==> src/rtl/fpu_mul_arbiter.sv <==
// Round-robin arbiter sharing one stb/ack floating-point multiplier among N_REQ requesters.
// Define FPU_MUL_ARB_PERF_EN to add the ops_done / busy_cycles performance counters.
module fpu_mul_arbiter #(
  parameter int unsigned N_REQ = 4
) (
  input  logic                 clk,
  input  logic                 rst,
  input  logic [32*N_REQ-1:0]  req_a,
  input  logic [32*N_REQ-1:0]  req_b,
  input  logic [N_REQ-1:0]     req_stb,
  output logic [N_REQ-1:0]     req_ack,
  output logic [31:0]          res_z,
  output logic [N_REQ-1:0]     res_stb,
  input  logic [N_REQ-1:0]     res_ack,
  output logic [31:0]          mul_a,
  output logic                 mul_a_stb,
  input  logic                 mul_a_ack,
  output logic [31:0]          mul_b,
  output logic                 mul_b_stb,
  input  logic                 mul_b_ack,
  input  logic [31:0]          mul_z,
  input  logic                 mul_z_stb,
  output logic                 mul_z_ack,
`ifdef FPU_MUL_ARB_PERF_EN
  output logic [31:0]          ops_done,
  output logic [31:0]          busy_cycles,
`endif
  output logic                 busy
);

  localparam int unsigned GW = (N_REQ > 1) ? $clog2(N_REQ) : 1;
  localparam logic [GW-1:0] LAST = GW'(N_REQ - 1);

  typedef enum logic [2:0] {
    IDLE,
    SEND_A,
    SEND_B,
    WAIT_Z,
    DELIVER
  } state_t;

  state_t            state_q, state_d;
  logic [GW-1:0]     rr_ptr_q, rr_ptr_d;
  logic [GW-1:0]     gnt_q, gnt_d;
  logic [31:0]       a_q, a_d;
  logic [31:0]       b_q, b_d;
  logic [31:0]       z_q, z_d;
  logic [N_REQ-1:0]  req_ack_q, req_ack_d;

  logic [31:0]       a_arr [N_REQ];
  logic [31:0]       b_arr [N_REQ];
  logic              pick_vld;
  logic [GW-1:0]     pick_idx;
  logic [GW-1:0]     sel_idx;
  logic              deliver_done;

  for (genvar i = 0; i < N_REQ; i++) begin : g_unpack
    assign a_arr[i] = req_a[32*i +: 32];
    assign b_arr[i] = req_b[32*i +: 32];
  end

  // Scan starting at rr_ptr and wrapping; the first pending requester wins.
  always_comb begin
    pick_vld = 1'b0;
    pick_idx = '0;
    sel_idx  = '0;
    for (int unsigned k = 0; k < N_REQ; k++) begin
      sel_idx = GW'((32'(rr_ptr_q) + k) % N_REQ);
      if (!pick_vld && req_stb[sel_idx]) begin
        pick_vld = 1'b1;
        pick_idx = sel_idx;
      end
    end
  end

  always_comb begin
    state_d      = state_q;
    rr_ptr_d     = rr_ptr_q;
    gnt_d        = gnt_q;
    a_d          = a_q;
    b_d          = b_q;
    z_d          = z_q;
    req_ack_d    = '0;
    mul_a_stb    = 1'b0;
    mul_b_stb    = 1'b0;
    mul_z_ack    = 1'b0;
    deliver_done = 1'b0;
    unique case (state_q)
      IDLE: begin
        if (pick_vld) begin
          gnt_d               = pick_idx;
          a_d                 = a_arr[pick_idx];
          b_d                 = b_arr[pick_idx];
          req_ack_d[pick_idx] = 1'b1;
          state_d             = SEND_A;
        end
      end
      SEND_A: begin
        mul_a_stb = 1'b1;
        if (mul_a_ack) state_d = SEND_B;
      end
      SEND_B: begin
        mul_b_stb = 1'b1;
        if (mul_b_ack) state_d = WAIT_Z;
      end
      WAIT_Z: begin
        if (mul_z_stb) begin
          mul_z_ack = 1'b1;
          z_d       = mul_z;
          state_d   = DELIVER;
        end
      end
      DELIVER: begin
        // Only the winner's res_ack can retire the result.
        if (res_ack[gnt_q]) begin
          deliver_done = 1'b1;
          rr_ptr_d     = (gnt_q == LAST) ? '0 : gnt_q + 1'b1;
          state_d      = IDLE;
        end
      end
      default: state_d = IDLE;
    endcase
  end

  always_ff @(posedge clk or posedge rst) begin
    if (rst) begin
      state_q   <= IDLE;
      rr_ptr_q  <= '0;
      gnt_q     <= '0;
      a_q       <= '0;
      b_q       <= '0;
      z_q       <= '0;
      req_ack_q <= '0;
    end else begin
      state_q   <= state_d;
      rr_ptr_q  <= rr_ptr_d;
      gnt_q     <= gnt_d;
      a_q       <= a_d;
      b_q       <= b_d;
      z_q       <= z_d;
      req_ack_q <= req_ack_d;
    end
  end

  always_comb begin
    res_stb = '0;
    if (state_q == DELIVER) res_stb[gnt_q] = 1'b1;
  end

  assign req_ack = req_ack_q;
  assign res_z   = z_q;
  assign mul_a   = a_q;
  assign mul_b   = b_q;
  assign busy    = (state_q != IDLE);

`ifdef FPU_MUL_ARB_PERF_EN
  logic [31:0] ops_done_q, ops_done_d;
  logic [31:0] busy_cycles_q, busy_cycles_d;

  always_comb begin
    ops_done_d    = ops_done_q;
    busy_cycles_d = busy_cycles_q;
    if (deliver_done) ops_done_d = ops_done_q + 32'd1;
    if (busy && (busy_cycles_q != '1)) busy_cycles_d = busy_cycles_q + 32'd1;
  end

  always_ff @(posedge clk or posedge rst) begin
    if (rst) begin
      ops_done_q    <= '0;
      busy_cycles_q <= '0;
    end else begin
      ops_done_q    <= ops_done_d;
      busy_cycles_q <= busy_cycles_d;
    end
  end

  assign ops_done    = ops_done_q;
  assign busy_cycles = busy_cycles_q;
`endif

endmodule
==> config.mk <==
export PLATFORM = sky130hd
export DESIGN_NAME = fpu_mul_arbiter
export DESIGN_NICKNAME = d
export VERILOG_FILES = /design/src/rtl/fpu_mul_arbiter.sv
export SDC_FILE = /design/constraint.sdc
export NUM_CORES = 1
export LEC_CHECK = 0
export ABC_AREA = 0
export CAP_MARGIN = 20
export CELL_PAD_IN_SITES_DETAIL_PLACEMENT = 0
export CELL_PAD_IN_SITES_GLOBAL_PLACEMENT = 1
export CORE_AREA = 2 2 160 162
export CTS_CLUSTER_SIZE = 40
export DETAILED_ROUTE_END_ITERATION = 8
export DIE_AREA = 0 0 162 164
export PLACE_DENSITY = 0.78
export SKIP_CTS_REPAIR_TIMING = 1
export SLEW_MARGIN = 20
export SYNTH_ARGS = -nofsm -noshare
export SYNTH_HDL_FRONTEND = slang
export SYNTH_SLANG_ARGS = --single-unit
==> constraint.sdc <==
create_clock -name clk -period 10.35 [get_ports clk]
set_clock_uncertainty 0.1 [all_clocks]
set_input_delay 2.07 -clock clk [delete_from_list [all_inputs] [get_ports clk]]
set_output_delay 2.07 -clock clk [all_outputs]
set_load 0.02 [all_outputs]
==> out/summary.log <==
[clock_tree] CTS H-Tree Depth 3
[clock_tree] later-pin clock latency in the skew report 0.35 ns
[sta] Rel. slew slack 42.1%
[clock_tree] clock buffer count from CTS 9
[cells_and_area] fraction of final layout cells sized beyond drive strength 1 4.10%
[drt] number of design-rule violations left by the first detailed-router iteration 349
[synthesis] number of distinct standard cells referenced by the synthesized netlist 42
[synthesis] multiplexer share of the synthesized area 0.917%
[clock_tree] number of buffers on the longest clock path 2
[synthesis] Post-Synthesis Mean Instance Area 8.21 um2
[global_route] first-pass GRT wire length 41,000 um
[setup_path] Data required, critical path 8.18 ns
[synthesis] Synth Area in Compound Gates 27.9%
[synthesis] cell count after synthesis 731
[synthesis] top_reg_cell synth sky130_fd_sc_hd__dfrtp_1
[global_route] number of global-route vias before repair 6,944
[sta] Fmax 0.162 GHz
[placed_design] number of placed cells counting well taps 1,412
[cells_and_area] area overhead of the layout relative to synthesis 77.2%
[flow_run] number of maximum-capacitance violations 0
[clock_tree] clock root buffer sky130_fd_sc_hd__clkbuf_16
[sta] fraction of the cycle the final worst path needs 59.6%
[cells_and_area] non-filler instance count after layout 1,428
[floorplan] Die Height 164 um
[cells_and_area] number of nets in the final layout 1,398
[sta] count of final hold-check violations 0
[drt] number of remaining DRC errors 0
[sta] Setup violations, final 0
[setup_path] critical-path cell with the highest stage delay sky130_fd_sc_hd__clkdlybuf4s50_1
[drt] total routed wirelength 28,000 um
[synthesis] largest cells by area after synthesis sky130_fd_sc_hd__dfrtp_1 (45%), sky130_fd_sc_hd__a22oi_1 (8.0%), sky130_fd_sc_hd__a31oi_1 (6.7%), sky130_fd_sc_hd__and3_1 (6.7%), sky130_fd_sc_hd__nand2_1 (6.3%)
[synthesis] xor/xnor cell area share of the yosys netlist 0%
[global_route] initial antenna violation count 2
[synthesis] flops & latches, synth 107
[pwr] combinational share of power 59.1%
[pwr] Net Sw Power 1.22 mW
[synthesis] top-area cell type share of the netlist area 44.6%
[pwr] Clock power frac 13.4%
[pwr] Pint 1.50 mW
[setup_path] sort of element at the start of the critical path input port
[synthesis] Synth Area in Adders 0.834%
[clock_tree] TritonCTS clock tree done
[synthesis] fraction of the mapped netlist area in simple logic gates 20.0%
[setup_path] Setup crit end kind output pin
[setup_path] WP buf/inv 5
[sta] Max Transition Viols Final 0
[floorplan] Core Region 24,800 um2
[pwr] sequential share of power 27.5%
[cells_and_area] leading cell type in the layout, fill and taps excluded sky130_fd_sc_hd__clkdlybuf4s50_1
[cells_and_area] highest-count cells in the layout ignoring fill and taps sky130_fd_sc_hd__clkdlybuf4s50_1 (407), sky130_fd_sc_hd__dfrtp_1 (107), sky130_fd_sc_hd__nand2_1 (101)
[drt] wire length per cell after detailed routing 19.6 um
[setup_path] Worst Path Arrival 4.00 ns
[placed_design] number of buffers added on ports 408
[clock_tree] clk sinks 107
[floorplan] starting utilization of the core area 24.2%
[sta] Sum Neg Setup Slack 0 ns
[drt] Antenna Violating Nets Remaining 0
[floorplan] placement row count 58
[cells_and_area] count of antenna diodes in the layout 0
[synthesis] area leader, netlist sky130_fd_sc_hd__dfrtp_1
[setup_path] path type of the worst setup path input port to output pin
[setup_path] CP top delay family buffers and inverters
[pwr] leakage 4.35 nW
[hold_path] type of the tightest min-delay check register to register
[synthesis] Post-synth EDFFs 0
[synthesis] FFs w/ async S/R, synth 100%
[sta] post-layout worst setup margin 4.18 ns
[drt] number of search-and-repair iterations in the first detailed-routing pass 5
[synthesis] Synthesized Nets 1,036
[sta] pin slew with the least headroom to its limit 0.867 ns
[global_route] final global-route overflow total 0
[placed_design] DP HPWL 19,200 um
[status] result of the run complete, no violations
[synthesis] sequential area share after synthesis 44.6%
[setup_path] maximum fanout encountered on the critical timing path 34
[sta] setup repair after global routing missed its margin false
[pwr] proportion of total power due to net switching 44.9%
[pwr] VDD IR max 0.000123 V
[global_route] maximum number of pins on one net before global-route repair 73
[setup_path] worst path cell trace clkdlybuf4s50_1 -> nand4b_1 -> buf_4 -> inv_1 -> buf_4 -> clkdlybuf4s50_1
[sta] time the worst path needs with I/O delays and setup 6.17 ns
[synthesis] number of warnings printed during yosys synthesis 0
[floorplan] I/O Pins 409
[global_route] aggregate global-route resource usage 20.2%
[drt] number of vias after detailed routing 7,064
[setup_path] slowest stage delay, CP 0.67 ns
[clock_tree] clock-pin slew on the worst setup and hold paths 0.08 ns
[synthesis] cell area after technology mapping 6000 um2
[placed_design] routability cong. 0.806
[cells_and_area] count of fill cells added during filler insertion 2,527
[floorplan] width of the die 162 um
[drt] vias per cell 4.95
[cells_and_area] total non-filler cell area in the finished layout 10,600 um2
[placed_design] worst-case setup slack after placement 4.18 ns
[pwr] power density relative to cell area 255 nW/um2
[floorplan] area of the die 26,600 um2
[placed_design] area of placed instances 10,300 um2
[synthesis] dominant combinational cell family by area after synthesis compound AO/OA/AOI/OAI gates
-- final cells by class --
| class | instances | area, um2 | share of cell area (%) |
|---|---|---|---|
| sequential | 107 | 2680 | 25.2 |
| inverter | 9 | 36.3 | 0.341 |
| clock inverter | 7 | 78.8 | 0.741 |
| timing repair buffer | 422 | 4180 | 39.3 |
| clock buffer | 9 | 225 | 2.12 |
| tap | 330 | 413 | 3.88 |
| multi-input combinational | 544 | 3030 | 28.4 |
-- worst min-delay path: cells and delay by family (launching register included) --
| kind | cells | cell delay, ns |
|---|---|---|
| simple gates | 2 | 0.11 |
| flops | 1 | 0.34 |
-- path summary, 6_finish.rpt --
check	cells after the start	slack [ns]	start	to
max in group asynchronous	3	6.78	rst	mul_b[19]
min in group asynchronous	2	2.08	rst	res_z[23]
hold reg to reg	2	0.38	res_z[31]	res_z[31]
setup reg to reg	5	7.70	state_q[1]	mul_b[9]
setup / recovery	6	4.18	mul_z_stb	mul_z_ack
hold / removal	2	0.38	res_z[31]	res_z[31]
-- synth_stat cells, types with 2 or more instances --
master and instances:
sky130_fd_sc_hd__dfrtp_1 107, sky130_fd_sc_hd__nand2_1 101, sky130_fd_sc_hd__nor2_1 71, sky130_fd_sc_hd__a21oi_1 69
sky130_fd_sc_hd__o21ai_0 67, sky130_fd_sc_hd__a22oi_1 64, sky130_fd_sc_hd__a31oi_1 64, sky130_fd_sc_hd__and3_1 64
sky130_fd_sc_hd__clkbuf_1 43, sky130_fd_sc_hd__buf_2 24, sky130_fd_sc_hd__inv_1 9, sky130_fd_sc_hd__and2_1 5
sky130_fd_sc_hd__ha_1 4, sky130_fd_sc_hd__nand2b_1 4, sky130_fd_sc_hd__buf_4 2, sky130_fd_sc_hd__mux2_2 2
sky130_fd_sc_hd__nand4b_1 2, sky130_fd_sc_hd__nor3_1 2, sky130_fd_sc_hd__nor3b_1 2, sky130_fd_sc_hd__o211ai_1 2
sky130_fd_sc_hd__o21a_1 2
-- power by group through the flow --
| stage | Clock [mW] | Combinational [mW] | Sequential [mW] |
|---|---|---|---|
| finish | 0.364 | 1.60 | 0.747 |
| detailed placement | 0 | 1.62 | 0.754 |
| floorplan | 0 | 0.659 | 0.961 |
| global placement | 0 | 1.60 | 0.750 |
| CTS | 0.376 | 1.62 | 0.747 |
| global route | 0.396 | 1.73 | 0.775 |
-- kinds of logic after synthesis --
| kind of cell | after synthesis |
|---|---|
| buffers and inverters | 80 |
| multiplexers | 4 |
| AO/OA/AOI/OAI | 278 |
| AND/OR/NAND/NOR | 258 |
| adder cells (fa/ha/maj) | 4 |
| flip-flops | 107 |
-- sequential cells by signal, indices dropped and copies added, names as in the netlist --
register and flops:
mul_a 32, mul_b 32, res_z 32, req_ack 4, state_q 3, gnt_q 2, rr_ptr_q 2
-- per-layer routing --
metal / vias up / track usage, % / part of all wire (%)
li1: 3358 / - / -
met1: 3342 / 25.8 / 42
met2: 315 / 33.2 / 47
met3: 45 / 5.05 / 7.9
met4: 4 / 7.12 / 2.6
met5: - / 0 / 0.089
-- metrics by stage --
| stage | util [%] | power (mW) | hold slack, ns |
|---|---|---|---|
| 2_1_floorplan | - | 1.62 | 0.383 |
| 3_3_place_gp | 41.7 | 2.35 | 0.356 |
| 3_5_place_dp | 41.7 | 2.37 | 0.362 |
| 4_1_cts | 42.9 | 2.74 | 0.382 |
| 5_1_grt | 42.9 | 2.91 | 0.404 |
| 6_report | 42.9 | 2.71 | 0.377 |
No activity file was read; power rests on OpenSTA's default activity.
